[src/rtl/ipdc_host_seq.sv]
// ipdc_host_seq: host-side command sequencer for the ipdc image controller.
//
// Takes one operation command at a time and issues it to ipdc once ipdc is ready.
// A load (mode 000) streams 64 pixels from a synchronous pixel memory into ipdc.
// Display modes (001-100) capture the 16 returned pixels. Completion is signalled
// with o_done once ipdc reports ready again.
//
// Ports:
//   clk_i, rst_ni              clock, synchronous active-low reset
//   i_cmd_valid, i_cmd_mode    command request and op mode
//   o_cmd_ready                high while idle, when a command can be taken
//   o_pix_rd, o_pix_addr       pixel memory read strobe and address
//   i_pix_data                 memory data, valid the cycle after o_pix_rd
//   o_op_valid, o_op_mode      op pulse and held mode towards ipdc
//   o_in_valid, o_in_data      pixel beats towards ipdc
//   i_in_ready                 ipdc can take a new op
//   i_out_valid, i_out_data    display beats from ipdc
//   o_res_valid/_data/_idx     registered copy of accepted display beats
//   o_done                     one-cycle completion pulse
//   o_err                      sticky protocol error (unexpected display beat)
module ipdc_host_seq #(
    parameter int unsigned PixW = 24,
    parameter int unsigned NPix = 64,
    parameter int unsigned NOut = 16
) (
    input  logic                    clk_i,
    input  logic                    rst_ni,
    input  logic                    i_cmd_valid,
    input  logic [2:0]              i_cmd_mode,
    output logic                    o_cmd_ready,
    output logic                    o_pix_rd,
    output logic [$clog2(NPix)-1:0] o_pix_addr,
    input  logic [PixW-1:0]         i_pix_data,
    output logic                    o_op_valid,
    output logic [2:0]              o_op_mode,
    output logic                    o_in_valid,
    output logic [PixW-1:0]         o_in_data,
    input  logic                    i_in_ready,
    input  logic                    i_out_valid,
    input  logic [PixW-1:0]         i_out_data,
    output logic                    o_res_valid,
    output logic [PixW-1:0]         o_res_data,
    output logic [$clog2(NOut)-1:0] o_res_idx,
    output logic                    o_done,
    output logic                    o_err
);

    localparam int unsigned AddrW = $clog2(NPix);
    localparam int unsigned IdxW  = $clog2(NOut);
    localparam logic [AddrW-1:0] LastAddr = AddrW'(NPix - 1);
    localparam logic [IdxW-1:0]  LastBeat = IdxW'(NOut - 1);

    typedef enum logic [2:0] {StIdle, StIssue, StLoad, StWaitDisp, StWaitRdy} state_e;

    state_e            state_q;
    logic [2:0]        mode_q;
    logic              op_valid_q;
    logic              skip_q;      // cycle right after an op pulse
    logic              pix_rd_q;
    logic [AddrW-1:0]  pix_addr_q;
    logic              dv_q;        // memory data on i_pix_data this cycle
    logic              in_valid_q;
    logic [PixW-1:0]   in_data_q;
    logic [AddrW-1:0]  in_cnt_q;
    logic              res_valid_q;
    logic [PixW-1:0]   res_data_q;
    logic [IdxW-1:0]   res_idx_q;
    logic [IdxW-1:0]   res_cnt_q;
    logic              done_q;
    logic              err_q;

    function automatic state_e op_state(input logic [2:0] mode);
        if (mode == 3'b000) begin
            return StLoad;
        end else if (mode <= 3'b100) begin
            return StWaitDisp;
        end
        return StWaitRdy;
    endfunction

    always_ff @(posedge clk_i) begin
        if (!rst_ni) begin
            state_q     <= StIdle;
            mode_q      <= 3'b000;
            op_valid_q  <= 1'b0;
            skip_q      <= 1'b0;
            pix_rd_q    <= 1'b0;
            pix_addr_q  <= '0;
            dv_q        <= 1'b0;
            in_valid_q  <= 1'b0;
            in_data_q   <= '0;
            in_cnt_q    <= '0;
            res_valid_q <= 1'b0;
            res_data_q  <= '0;
            res_idx_q   <= '0;
            res_cnt_q   <= '0;
            done_q      <= 1'b0;
            err_q       <= 1'b0;
        end else begin
            op_valid_q  <= 1'b0;
            done_q      <= 1'b0;
            res_valid_q <= 1'b0;
            skip_q      <= op_valid_q;
            // Memory read pipeline: strobe -> data -> registered beat.
            dv_q        <= pix_rd_q;
            in_valid_q  <= dv_q;
            if (dv_q) begin
                in_data_q <= i_pix_data;
            end
            if (i_out_valid && state_q != StWaitDisp) begin
                err_q <= 1'b1;
            end

            case (state_q)
                StIdle: begin
                    if (i_cmd_valid) begin
                        mode_q <= i_cmd_mode;
                        // Ready already high: pulse straight away, no ISSUE cycle.
                        if (i_in_ready) begin
                            op_valid_q <= 1'b1;
                            res_cnt_q  <= '0;
                            state_q    <= op_state(i_cmd_mode);
                        end else begin
                            state_q <= StIssue;
                        end
                    end
                end
                StIssue: begin
                    if (i_in_ready) begin
                        op_valid_q <= 1'b1;
                        res_cnt_q  <= '0;
                        state_q    <= op_state(mode_q);
                    end
                end
                StLoad: begin
                    if (op_valid_q) begin
                        pix_rd_q   <= 1'b1;
                        pix_addr_q <= '0;
                    end else if (pix_rd_q) begin
                        if (pix_addr_q == LastAddr) begin
                            pix_rd_q <= 1'b0;
                        end else begin
                            pix_addr_q <= pix_addr_q + 1'b1;
                        end
                    end
                    // Beat counter wraps back to 0 after the last pixel.
                    if (in_valid_q) begin
                        in_cnt_q <= in_cnt_q + 1'b1;
                        if (in_cnt_q == LastAddr) begin
                            state_q <= StWaitRdy;
                        end
                    end
                end
                StWaitDisp: begin
                    if (i_out_valid) begin
                        res_valid_q <= 1'b1;
                        res_data_q  <= i_out_data;
                        res_idx_q   <= res_cnt_q;
                        res_cnt_q   <= res_cnt_q + 1'b1;
                        if (res_cnt_q == LastBeat) begin
                            state_q <= StWaitRdy;
                        end
                    end
                end
                StWaitRdy: begin
                    // ipdc still shows ready in the pulse cycle and the one after.
                    if (i_in_ready && !op_valid_q && !skip_q) begin
                        done_q  <= 1'b1;
                        state_q <= StIdle;
                    end
                end
                default: state_q <= StIdle;
            endcase
        end
    end

    assign o_cmd_ready = (state_q == StIdle);
    assign o_pix_rd    = pix_rd_q;
    assign o_pix_addr  = pix_addr_q;
    assign o_op_valid  = op_valid_q;
    assign o_op_mode   = mode_q;
    assign o_in_valid  = in_valid_q;
    assign o_in_data   = in_data_q;
    assign o_res_valid = res_valid_q;
    assign o_res_data  = res_data_q;
    assign o_res_idx   = res_idx_q;
    assign o_done      = done_q;
    assign o_err       = err_q;

endmodule

[config.mk]
export PLATFORM = sky130hd
export DESIGN_NAME = ipdc_host_seq
export DESIGN_NICKNAME = d
export VERILOG_FILES = /design/src/rtl/ipdc_host_seq.sv
export SDC_FILE = /design/constraint.sdc
export NUM_CORES = 1
export LEC_CHECK = 0
export ABC_CLOCK_PERIOD_IN_PS = 3300
export CAP_MARGIN = 20
export CORE_ASPECT_RATIO = 1.25
export CORE_MARGIN = 5
export CORE_UTILIZATION = 47
export DETAILED_ROUTE_END_ITERATION = 7
export GPL_ROUTABILITY_DRIVEN = 0
export PLACE_DENSITY = 0.84
export SKIP_LAST_GASP = 1
export SLEW_MARGIN = 20
export SYNTH_ARGS = -nofsm -noshare
export SYNTH_HDL_FRONTEND = slang
export SYNTH_SLANG_ARGS = --single-unit
[constraint.sdc]
create_clock -name clk_i -period 3.3 [get_ports clk_i]
set_clock_uncertainty 0.05 [all_clocks]
set_input_delay 0.99 -clock clk_i [delete_from_list [all_inputs] [get_ports clk_i]]
set_output_delay 0.99 -clock clk_i [all_outputs]
set_load 0.005 [all_outputs]
==> After elaboration in Yosys (flattened, before gate mapping) <==
Cells that the tools add are included.
W data, S select, Z words.
{ "word_totals": {"register_bits": 82, "in_bits": 56, "output_inout_bits": 68, "elab_cells": 96} }
{ "op_classes": {"n_addsub": 3, "n_lt_le_gt_ge": 2, "n_eq_ne": 16, "mux": 41, "reduce_logical": 18} }
{ "op_table": {"columns": ["op", "n"], "rows": [
  ["$mux W3", 14],
  ["$mux W1", 18],
  ["$mux W6", 3],
  ["$ne A2 B2 Y1 const B", 8],
  ["$pmux W3 S5", 1],
  ["$add A6 B1 Y6 const B", 2],
  ["$eq A6 B6 Y1 const B", 2],
  ["$mux W4", 3],
  ["$pmux W4 S3", 1],
  ["$reduce_and A2 Y1", 5],
  ["$logic_not A3 Y1", 3],
  ["$reduce_and A7 Y1", 1],
  ["$eq A3 B2 Y1 const B", 2],
  ["$le A3 B3 Y1 const B", 2],
  ["$reduce_and A3 Y1", 2],
  ["$add A4 B1 Y4 const B", 1],
  ["$eq A4 B4 Y1 const B", 1],
  ["$eq A3 B1 Y1 const B", 1],
  ["$eq A3 B3 Y1 const B", 1],
  ["$logic_and A1 B1 Y1", 3],
  ["$ne A3 B2 Y1 const B", 1],
  ["$reduce_bool A3 Y1", 1],
  ["$logic_not A1 Y1", 2],
  ["$pmux W1 S2", 1],
  ["$reduce_bool A2 Y1", 1]
]} }

==> Depth between registers and ports, before layout <==
{ "logic_depth": {"ltp_word": 11, "mapped_depth": 6, "ltp_nobuf": 5} }

==> Least setup slack after synthesis <==
OpenSTA, ideal clock, no wires.
{ "synth_path": {"kind": "input to register", "startpoint": "in i_cmd_mode[1]", "endpoint": "reg state_q[0]", "setup_time_ns": 0.074, "t_arrival_ns": 2.121, "required_time_ns": 3.176, "setup_slack_ns": 1.055, "cell_stages": 5, "cell_sequence": "or2_2 -> ha_1 -> o22ai_1 -> or4_1 -> a31oi_1"} }
{ "synth_between": {"elab_chain_cells": 11, "elab_cells_between_ends": 13} }
{ "synth_rtl": {"columns": ["item", "line_no", "rtl"], "rows": [
  ["start: declaration", "29", "input logic [2:0] i_cmd_mode,"],
  ["$le A3 B3 Y1", "75", "end else if (mode <= 3'b100) begin"],
  ["$mux W1", "75", null],
  ["$mux W1", "73", "if (mode == 3'b000) begin"],
  ["$mux W1", "119", "if (i_in_ready) begin"],
  ["$mux W1", "116", "if (i_cmd_valid) begin"],
  ["$mux W1", "114", "case (state_q)"],
  ["$mux W1", "82", "if (!rst_ni) begin"],
  ["$mux W3 (*)", "78", "return StWaitRdy;"],
  ["$mux W3 (*)", "119", null],
  ["$mux W3 (*)", "116", null],
  ["$pmux W3 S5 (*)", "114", null],
  ["end signal: assignment", "83", "state_q <= StIdle;"],
  ["end signal: assignment", "122", "state_q <= op_state(i_cmd_mode);"],
  ["end signal: assignment", "124", "state_q <= StIssue;"],
  ["end: declaration", "55", "state_e state_q;"]
]} }
Every way passes the cells marked *; elsewhere a longest branch is shown, timed or not. The select of a mux whose other input is x is not followed.
A chain may end at the register's enable or synchronous reset.

==> Worst setup path in the final report <==
{ "layout_path": {"startpoint": "reg state_q[0]", "endpoint": "out o_cmd_ready"} }
{ "layout_between": {"elab_chain_cells": 1} }
{ "layout_rtl": {"columns": ["item", "line_no", "rtl"], "rows": [
  ["$logic_not A3 Y1", "177", "assign o_cmd_ready = (state_q == StIdle);"],
  ["end: declaration", "30", "output logic o_cmd_ready,"]
]} }
No other way between the ends.

==> impl_metrics.tcl <==
set metrics [dict create \
    antennaDiodeCount 0 \
    worst_r2r_path_depth 4 \
    yosys_warnings 0 \
    grt_first_pass_wirelength_um 13200 \
    synthFlopType "dfxtp_1" \
    synth-seq-cells 82 \
    layout-drive-gt1-share_pct 5.328 \
    netlist-cell-type-count 40 \
    multiInputGateArea_um2 1453 \
    root_buffer "clkbuf_8" \
    setup_tns_ns 0 \
    post_cts_buffers 0 \
    first_pass_iters 5 \
    io_buffer_count 123 \
    drc 0 \
    crit_chain "nor3_1, clkdlybuf4s50_1" \
    status "complete, no violations" \
    routed_wl_um 8093 \
    maxSlewHeadroom_pct 31.58 \
    clkPwrFrac_pct 36.8 \
    area_delta_synth_final_pct 47.51 \
    rsz0062_at_grt "no" \
    worstMarginPinSlew_ns 1.013 \
    antenna_found_initial 0 \
    max_clock_freq_ghz 0.3883 \
    worstReg2RegStart "state_q[1]" \
    drt_iter0_drc 116 \
    die_w_um 83.96 \
    post-route-util_pct 71.74 \
    hold_depth 1 \
    cp-end-kind "primary output" \
    wl_per_cell_um 14.07 \
    worstPathArrival_ns 1.54 \
    die-height_um 102.4 \
    vias 2969 \
    cts_buffers 9 \
    worstPathMaxFanout 14 \
    clk_path_buf_depth 2 \
    regArea_um2 1642 \
    hpwl_um 5865 \
    reg2reg_slack_ns 1.14 \
    synth_top_cell_by_area "dfxtp_1" \
    synth.top_cell.area_share_pct 51.09 \
    via_per_inst 5.163 \
    start_util_pct 48.64 \
    num-nets-final 544 \
    critPathSlowestCell "clkdlybuf4s50_1" \
    cts_resized 0 \
    hold_class "register to register" \
    sw_frac_of_total_pct 24.87 \
    worstHoldStart "skip_q" \
    switching_power_uw 576.8 \
    post_synth_main_area_contributors "dfxtp_1 51%, mux2i_1 9.0%, nand2_1 7.8%" \
    instances_no_fill 575 \
    drtAntennaViolNets 0 \
    critPathKind "register to primary output" \
    pwr-share-seq_pct 47.0 \
    grt_overflow 0 \
    grt_max_degree 31 \
    synth.avg_cell_area_um2 8.779 \
    r2r-end "in_cnt_q[4]" \
    syn-num-nets 427 \
    drv_cap 0 \
    p_per_area_nw_per_um2 489.3 \
    hold_end "o_done" \
    leakage_nw 1.690 \
    ys_async_sr_fraction_pct 0 \
    p_comb_share_pct 16.2 \
    cts.sinks 82 \
    h-tree-depth 3 \
    grt_pass1_vias 2834 \
    cts_hold_buf 0 \
    fin_crit_ns 2.575 \
    critPathRequiredTime_ns 2.26 \
    finalHoldViolCount 0 \
    fin_crit_sh_pct 78.04 \
    synth_edf_count 0 \
    clk_pin_slew_ns 0.09 \
    rows 33 \
    max_stage_delay_ns 0.53 \
    setup_viol 0 \
    yosysMostFrequentCell "dfxtp_1" \
    crit_path_start_kind "register" \
    die-area_um2 8600 \
    grt_util_all_layers_pct 18.62 \
    dp_cells 559 \
    netlist_instances 366 \
    synthTopCellsByCount "82 x dfxtp_1, 67 x nand2_1, 43 x nor2_1, 39 x a21oi_1, 29 x mux2i_1" \
    netlist_area_um2 3213 \
    core_um2 6606 \
    internal-power_mw 1.742 \
    cts_tree "built" \
    peakVddDrop_uv 342.9 \
    finalMaxSlewViolations 0 \
    ios 124 \
    n_fill_cell 490 \
    insertion_delay_ns 0.34 \
    ys_seq_area_share_pct 51.09 \
]
[critical path: cells and delay by family (launching register included)]
kind	cells	cell delay, ns
buf+inv	1	0.53
flops	1	0.44
simple gates	1	0.22
[power by group through the flow]
stage	combinational, mW	clock [mW]	sequential [mW]
after floorplan	0.226	0	1.08
after global placement	0.367	0	1.11
after detailed placement	0.374	0	1.11
after CTS	0.376	0.871	1.09
after global routing	0.411	0.919	1.10
final	0.375	0.854	1.09
[cells by family after synthesis]
family / Yosys count / synth area share (%)
muxes: 29 / 9.034
and+or+nand+nor: 153 / 21.42
adders and majority gates: 5 / 1.947
DFF: 82 / 51.09
buffers and inverters: 28 / 3.699
xor gates and xnor gates: 7 / 1.908
AOI/OAI and AO/OA: 62 / 10.90
[per-stage QoR]
stage               hold slack [ns]  worst slack, ns  power, mW  area (um2)
global route                 0.4090           0.6303      2.429        4740
finish                       0.3738           0.7247      2.319        4740
floorplan                    0.3495            1.055      1.305        3213
global placement             0.3603           0.5963      1.477        4498
CTS                          0.3740           0.7093      2.335        4740
detailed placement           0.3585           0.5397      1.486        4498
[metal layers]
layer  track usage (%)  wire [um]  up-vias
li1                  -          -     1477
met1             21.14       3232     1353
met2             32.33       3999      134
met3             6.210        786        5
met4             7.797         75        0
met5                 0          0        -
[state kept, by name (all words and copies together), names as in the netlist]
signal and count:
o_op_mode 3, o_in_valid 1, o_done 1, o_pix_rd 1, o_op_valid 1, o_res_idx 4, skip_q 1, o_res_valid 1
o_pix_addr 6, dv_q 1, o_err 1, o_in_data 24, state_q 3, in_cnt_q 6, res_cnt_q 4, o_res_data 24
[layout by cell type, fill, tap and decap left out, drive strengths merged, types with 3 or more instances in the layout]
cell	netlist	routed
clkbuf	12	9
nor2	43	43
nand2	67	67
bufinv	0	3
xor2	4	4
xnor2	3	3
o21ai	5	5
nand3	6	6
a21oi	39	39
nor3	5	5
mux2i	29	29
ha	5	5
a31oi	5	5
inv	5	5
clkinv	0	4
and3	7	7
buf	11	6
nand4	7	7
o22ai	3	3
dfxtp	82	82
clkdlybuf4s50	0	123
[worst max-delay path by stage]
stage / cells after the start / slack (ns) / end / startpoint
floorplan: 5 / 1.05 / state_q[0] / i_cmd_mode[1]
global placement: 6 / 0.60 / state_q[0] / i_cmd_mode[1]
detailed placement: 6 / 0.54 / state_q[0] / i_cmd_mode[1]
CTS: 2 / 0.71 / o_cmd_ready / state_q[0]
global route: 2 / 0.63 / o_cmd_ready / state_q[0]
finish: 2 / 0.72 / o_cmd_ready / state_q[0]
[final cells by class]
class                           count  share of cell area, %
Timing Repair Buffer              129                  26.93
Clock buffer                        9                  2.614
Clock inverter                      7                  2.482
Multi-Input combinational cell    256                  30.65
Tap cell                           87                  2.297
Sequential cell                    82                  34.64
Inverter                            5                 0.3960
(Power assumes the default switching activity.)
